File: config.mk
export PLATFORM = sky130hd
export DESIGN_NAME = dmem_port_arbiter
export DESIGN_NICKNAME = d
export VERILOG_FILES = /design/src/rtl/dmem_pkg.sv /design/src/rtl/arb_starve_ctr.sv /design/src/rtl/dmem_port_arbiter.sv
export SDC_FILE = /design/constraint.sdc
export NUM_CORES = 1
export LEC_CHECK = 0
export CAP_MARGIN = 20
export CORE_ASPECT_RATIO = 0.8
export CORE_MARGIN = 2
export CORE_UTILIZATION = 21
export DETAILED_ROUTE_END_ITERATION = 16
export GPL_TIMING_DRIVEN = 0
export PLACE_DENSITY = 0.76
export SYNTH_ARGS = -nofsm -noshare
export SYNTH_HDL_FRONTEND = slang
export SYNTH_SLANG_ARGS = --single-unit
File: constraint.sdc
create_clock -name clk -period 1.05 [get_ports clk]
set_clock_uncertainty 0.15 [all_clocks]
set_input_delay 0.105 -clock clk [delete_from_list [all_inputs] [get_ports clk]]
set_output_delay 0.105 -clock clk [all_outputs]
set_load 0.05 [all_outputs]
File: src/rtl/dmem_pkg.sv
// Shared types for the data-memory port arbiter.
// Stats counters are enabled by defining DMEM_ARB_STATS_EN.
package dmem_pkg;

    localparam int ADDR_W     = 8;
    localparam int DATA_W     = 9;
    localparam int STARVE_MAX = 4;
    localparam int CNT_W      = 4;
    localparam int STAT_W     = 16;

    typedef struct packed {
        logic              we;
        logic [ADDR_W-1:0] addr;
        logic [DATA_W-1:0] wdata;
    } mem_req_t;

    typedef enum logic {
        CORE_PRI,
        DBG_FORCE
    } arb_state_e;

    typedef enum logic [1:0] {
        OWN_NONE,
        OWN_C,
        OWN_D
    } owner_e;

    function automatic logic [STAT_W-1:0] sat_inc(
        input logic [STAT_W-1:0] v,
        input logic              en
    );
        return (en && (v != '1)) ? v + 1'b1 : v;
    endfunction

endpackage

File: src/rtl/arb_starve_ctr.sv
// Counts consecutive denied debug-request cycles and flags the
// cycle in which the debug port must be forced next.
module arb_starve_ctr
    import dmem_pkg::*;
#(
    parameter int STARVE_MAX_P = STARVE_MAX
) (
    input  logic clk,
    input  logic reset_n,
    input  logic i_denied,
    input  logic i_clear,
    output logic o_hit
);

    logic [CNT_W-1:0] r_cnt;

    always_ff @(posedge clk) begin
        if (!reset_n) begin
            r_cnt <= '0;
        end else if (i_clear) begin
            r_cnt <= '0;
        end else if (i_denied) begin
            r_cnt <= r_cnt + 1'b1;
        end
    end

    assign o_hit = i_denied && (r_cnt == CNT_W'(STARVE_MAX_P - 1));

endmodule

File: src/rtl/dmem_port_arbiter.sv
// Core/debug arbiter in front of the single-port data memory.
// Define DMEM_ARB_STATS_EN to add saturating grant/conflict counters.
module dmem_port_arbiter
    import dmem_pkg::*;
#(
    parameter int ADDR_W_P     = ADDR_W,
    parameter int DATA_W_P     = DATA_W,
    parameter int STARVE_MAX_P = STARVE_MAX
) (
    input  logic                clk,
    input  logic                reset_n,
    input  logic                c_req,
    input  logic                c_we,
    input  logic [ADDR_W_P-1:0] c_addr,
    input  logic [DATA_W_P-1:0] c_wdata,
    output logic                c_gnt,
    output logic                c_rvalid,
    output logic [DATA_W_P-1:0] c_rdata,
    input  logic                d_req,
    input  logic                d_we,
    input  logic [ADDR_W_P-1:0] d_addr,
    input  logic [DATA_W_P-1:0] d_wdata,
    output logic                d_gnt,
    output logic                d_rvalid,
    output logic [DATA_W_P-1:0] d_rdata,
`ifdef DMEM_ARB_STATS_EN
    output logic [STAT_W-1:0]   stat_c_cnt,
    output logic [STAT_W-1:0]   stat_d_cnt,
    output logic [STAT_W-1:0]   stat_conflict,
`endif
    output logic                m_en,
    output logic                m_we,
    output logic [ADDR_W_P-1:0] m_addr,
    output logic [DATA_W_P-1:0] m_wdata,
    input  logic [DATA_W_P-1:0] m_rdata
);

    arb_state_e r_state;
    arb_state_e w_state_nxt;
    owner_e     r_owner;
    logic       w_c_gnt;
    logic       w_d_gnt;
    logic       w_hit;
    mem_req_t   w_c_bus;
    mem_req_t   w_d_bus;
    mem_req_t   w_m_bus;

    assign w_c_bus = '{we: c_we, addr: c_addr, wdata: c_wdata};
    assign w_d_bus = '{we: d_we, addr: d_addr, wdata: d_wdata};

    // Grants are decoded from the current state only, so the access
    // happens in the same cycle the request is seen.
    always_comb begin
        w_c_gnt = 1'b0;
        w_d_gnt = 1'b0;
        if (reset_n) begin
            unique case (r_state)
                CORE_PRI: begin
                    if (c_req) begin
                        w_c_gnt = 1'b1;
                    end else if (d_req) begin
                        w_d_gnt = 1'b1;
                    end
                end
                DBG_FORCE: begin
                    w_d_gnt = d_req;
                end
                default: ;
            endcase
        end
    end

    always_comb begin
        w_state_nxt = CORE_PRI;
        if (r_state == CORE_PRI && w_hit) begin
            w_state_nxt = DBG_FORCE;
        end
    end

    always_ff @(posedge clk) begin
        if (!reset_n) begin
            r_state <= CORE_PRI;
        end else begin
            r_state <= w_state_nxt;
        end
    end

    arb_starve_ctr #(
        .STARVE_MAX_P (STARVE_MAX_P)
    ) u_starve (
        .clk      (clk),
        .reset_n  (reset_n),
        .i_denied (d_req && !w_d_gnt),
        .i_clear  (!d_req || w_d_gnt),
        .o_hit    (w_hit)
    );

    always_comb begin
        w_m_bus = '0;
        if (w_c_gnt) begin
            w_m_bus = w_c_bus;
        end else if (w_d_gnt) begin
            w_m_bus = w_d_bus;
        end
    end

    assign c_gnt   = w_c_gnt;
    assign d_gnt   = w_d_gnt;
    assign m_en    = w_c_gnt || w_d_gnt;
    assign m_we    = w_m_bus.we;
    assign m_addr  = w_m_bus.addr;
    assign m_wdata = w_m_bus.wdata;

    always_ff @(posedge clk) begin
        if (!reset_n) begin
            r_owner <= OWN_NONE;
        end else if (w_c_gnt && !c_we) begin
            r_owner <= OWN_C;
        end else if (w_d_gnt && !d_we) begin
            r_owner <= OWN_D;
        end else begin
            r_owner <= OWN_NONE;
        end
    end

    // Responses are masked while reset is held so a pending read is dropped.
    assign c_rvalid = reset_n && (r_owner == OWN_C);
    assign d_rvalid = reset_n && (r_owner == OWN_D);
    assign c_rdata  = c_rvalid ? m_rdata : '0;
    assign d_rdata  = d_rvalid ? m_rdata : '0;

`ifdef DMEM_ARB_STATS_EN
    logic [STAT_W-1:0] r_stat_c;
    logic [STAT_W-1:0] r_stat_d;
    logic [STAT_W-1:0] r_stat_x;

    always_ff @(posedge clk) begin
        if (!reset_n) begin
            r_stat_c <= '0;
            r_stat_d <= '0;
            r_stat_x <= '0;
        end else begin
            r_stat_c <= sat_inc(r_stat_c, w_c_gnt);
            r_stat_d <= sat_inc(r_stat_d, w_d_gnt);
            r_stat_x <= sat_inc(r_stat_x, c_req && d_req);
        end
    end

    assign stat_c_cnt    = r_stat_c;
    assign stat_d_cnt    = r_stat_d;
    assign stat_conflict = r_stat_x;
`endif

endmodule

==> impl_metrics.yaml <==
floorplan:
  dieArea_um2: 3380
  rows: 17
  fp.dieW_um: 64.5
  die_h_um: 52.4
  initial_core_util_pct: 22.3
  fp.coreArea_um2: 2770
  io_pins: 90
drt:
  vias: 974
  first_pass_iters: 2
  routed_wl_mm: 3.32
  wire_per_inst_um: 15.4
  drc: 0
  drtAntennaViolNets: 0
  drt_iter0_markers: 6
  avgViaCountPerCell: 4.51
logic_synthesis:
  ys_seq_elements: 7
  synthesis.area_um2: 616
  async_flop_share_pct: 0
  syn_area_per_cell_um2: 9.05
  synth_fp_nets: 118
  syn_inst: 68
  synthTopCellsByCount: "and2_1, a22o_1, dfxtp_1"
  ys_warn_count: 0
  synth_area_leaders: "a22o_1, dfxtp_1, and2_1"
  ys_seq_area_share_pct: 22.8
  synth.distinct_cells: 24
  synth_edf_count: 0
  yosysTopAreaCell: "a22o_1"
  synth.most_common_cell: "and2_1"
  ys.flop_type: "dfxtp_1"
  yosysTopAreaCellShare_pct: 24.2
clock_tree:
  clockBufferDepth: 2
  cts_inserted_buffers: 3
  cts_tree: "done"
  clk_latency_ns: 0.25
  numClockSinks: 7
  htree_levels: 1
  root_buffer: "clkbuf_4"
  clk_pin_slew_worst_paths_ns: 0.06
cells_and_area:
  fill_cells: 191
  antenna_cells: 0
  drive_gt1_share_pct: 64.6
  fin_nets: 229
  syn2layout_area_growth_pct: 255
timing:
  max_freq_mhz: 596
  post-route-period-util_pct: 160
  hold_viol: 0
  setup_viol: 47
  finalWorstSetupSlack_ns: -0.627
  tightest_slew_ns: 0.325
  finalMaxSlewViolations: 0
  whs_ns: 0.216
  relSlewSlack_pct: 78.3
  period_minus_slack_ns: 1.68
  rsz0062_at_grt: "true"
critical_path:
  critPathRequiredTime_ns: 0.79
  crit_type: "flip-flop to output pin"
  reg2reg_slack_ns: -0.15
  startpoint_type: "flip-flop"
  rr_worst_depth: 4
  end_kind: "output pin"
  critPathLaunch: "r_state"
  r2r-start: "r_state"
  reg2reg_to: "r_state"
  crit_fanout: 5
  endpoint: "m_addr[7]"
  cp.arrival_ns: 1.42
power_and_ir_drop:
  swShare_pct: 36.4
  leakagePower_nw: 1.01
  ir_drop_uv: 596
  power_w: 0.00135
  powerDensity_nw_per_um2: 619
  comb_power_share_pct: 61.3
  power_frac_seq_pct: 20.2
  p_int_w: 0.000860
  p_sw_w: 0.000493
  p_clk_share_pct: 18.5
grt:
  grt_pass1_wl_mm: 4.49
  grt_max_degree: 11
  grt_overflow_total: 0
  grt_pass1_vias: 1028
  track_usage_pct: 17.1
  antenna_found_initial: 0
placement:
  gp_congestion: 0.706
  hpwl_mm: 2.17
  portBuffers: 89
outcome:
  violations: "setup timing"
  status: "finished with violations"
worst_hold_path:
  holdCritPathClass: "primary input to flip-flop"
  min_from: "d_req"
job:
  maxCapViolCount: 0
-- stage by stage --
stage | cells | cell area [µm²] | setup WS (ns) | TNS (ns) | util, %
after CTS | 210 | 2040 | -0.600 | -20.95 | 73.8
final | 216 | 2190 | -0.627 | -22.31 | 79.1
after floorplan | 68 | 835 | -0.296 | -9.53 | -
after detailed placement | 195 | 1770 | -1.46 | -55.04 | 64.1
after global placement | 195 | 1770 | -1.43 | -53.77 | 64.1
after global routing | 216 | 2190 | -0.672 | -24.75 | 79.1
-- repair_timing --
action,CTS,global route
pin swaps,3,9
endpoints found under the hold margin,0,0
setup buffers,11,4
cloned,0,2
gates resized for setup,313,28
hold buffers,0,0
endpoints found under the setup margin,47,47
-- registers in the layout (all words and copies together) (netlist names) --
register        flops
u_starve.r_cnt      4
r_state             1
r_owner             2
-- power groups by stage --
stage	clock (W)	combinational [W]	sequential (W)
5_1_grt	0.000279	0.000863	0.000274
3_3_place_gp	0	0.000701	0.000280
2_1_floorplan	0	0.000384	0.000279
3_5_place_dp	0	0.000707	0.000280
4_1_cts	0.000260	0.000788	0.000273
6_report	0.000251	0.000829	0.000274
-- critical path, cell delays in order, from the launching register on --
cell	delay, ns
dfxtp_2	0.32
nor2b_4	0.16
buf_12	0.13
nor2_8	0.04
clkbuf_16	0.16
a22o_4	0.21
buf_6	0.15
-- cell families (layout without fill, tap and decap cells) --
kind of cell / Yosys count / after routing / synth area share [%]
adder cells (fa/ha/maj): 1 / 1 / 2.03
buffers and inverters: 5 / 115 / 6.91
AND/OR/NAND/NOR: 35 / 35 / 39.6
flip-flops: 7 / 7 / 22.8
XOR/XNOR: 2 / 2 / 2.85
AO/OA/AOI/OAI: 18 / 18 / 25.8
-- how the worst min path moves through the flow --
stage | end | slack (ns) | cells after the start
floorplan | r_owner[1] | 0.03 | 1
global placement | u_starve.r_cnt[0] | 0.28 | 1
detailed placement | r_state | 0.30 | 1
CTS | r_owner[1] | 0.20 | 3
global route | r_owner[1] | 0.22 | 3
finish | r_owner[1] | 0.22 | 3
-- cells in the final DEF (no fill, tap or decap), types with 2 or more instances in the layout --
master / instances
clkdlybuf4s50_1: 45
buf_6: 27
buf_12: 5
dfxtp_1: 4
and2_4: 19
buf_4: 4
nor2_1: 4
dfxtp_2: 3
a22o_4: 17
dlygate4sd2_1: 3
nand2_4: 2
buf_8: 25
clkbuf_4: 3
-- metal layers --
layer	up-vias	track usage (%)	share of wire (%)
li1	467	-	-
met1	446	16.1	35
met2	61	35.6	55
met3	0	6.45	10
met4	0	3.19	0
met5	-	0	0
-- area by class of cell --
class / instances / area (µm²) / share of cell area, %
Clock buffer: 4 / 26.3 / 1.20
Inverter: 1 / 3.75 / 0.172
Sequential cell: 7 / 144 / 6.58
Timing Repair Buffer: 106 / 1240 / 56.9
Tap cell: 38 / 47.5 / 2.17
Multi-Input combinational cell: 56 / 656 / 30.0
Buffer: 4 / 66.3 / 3.03
(Power assumes the default switching activity.)
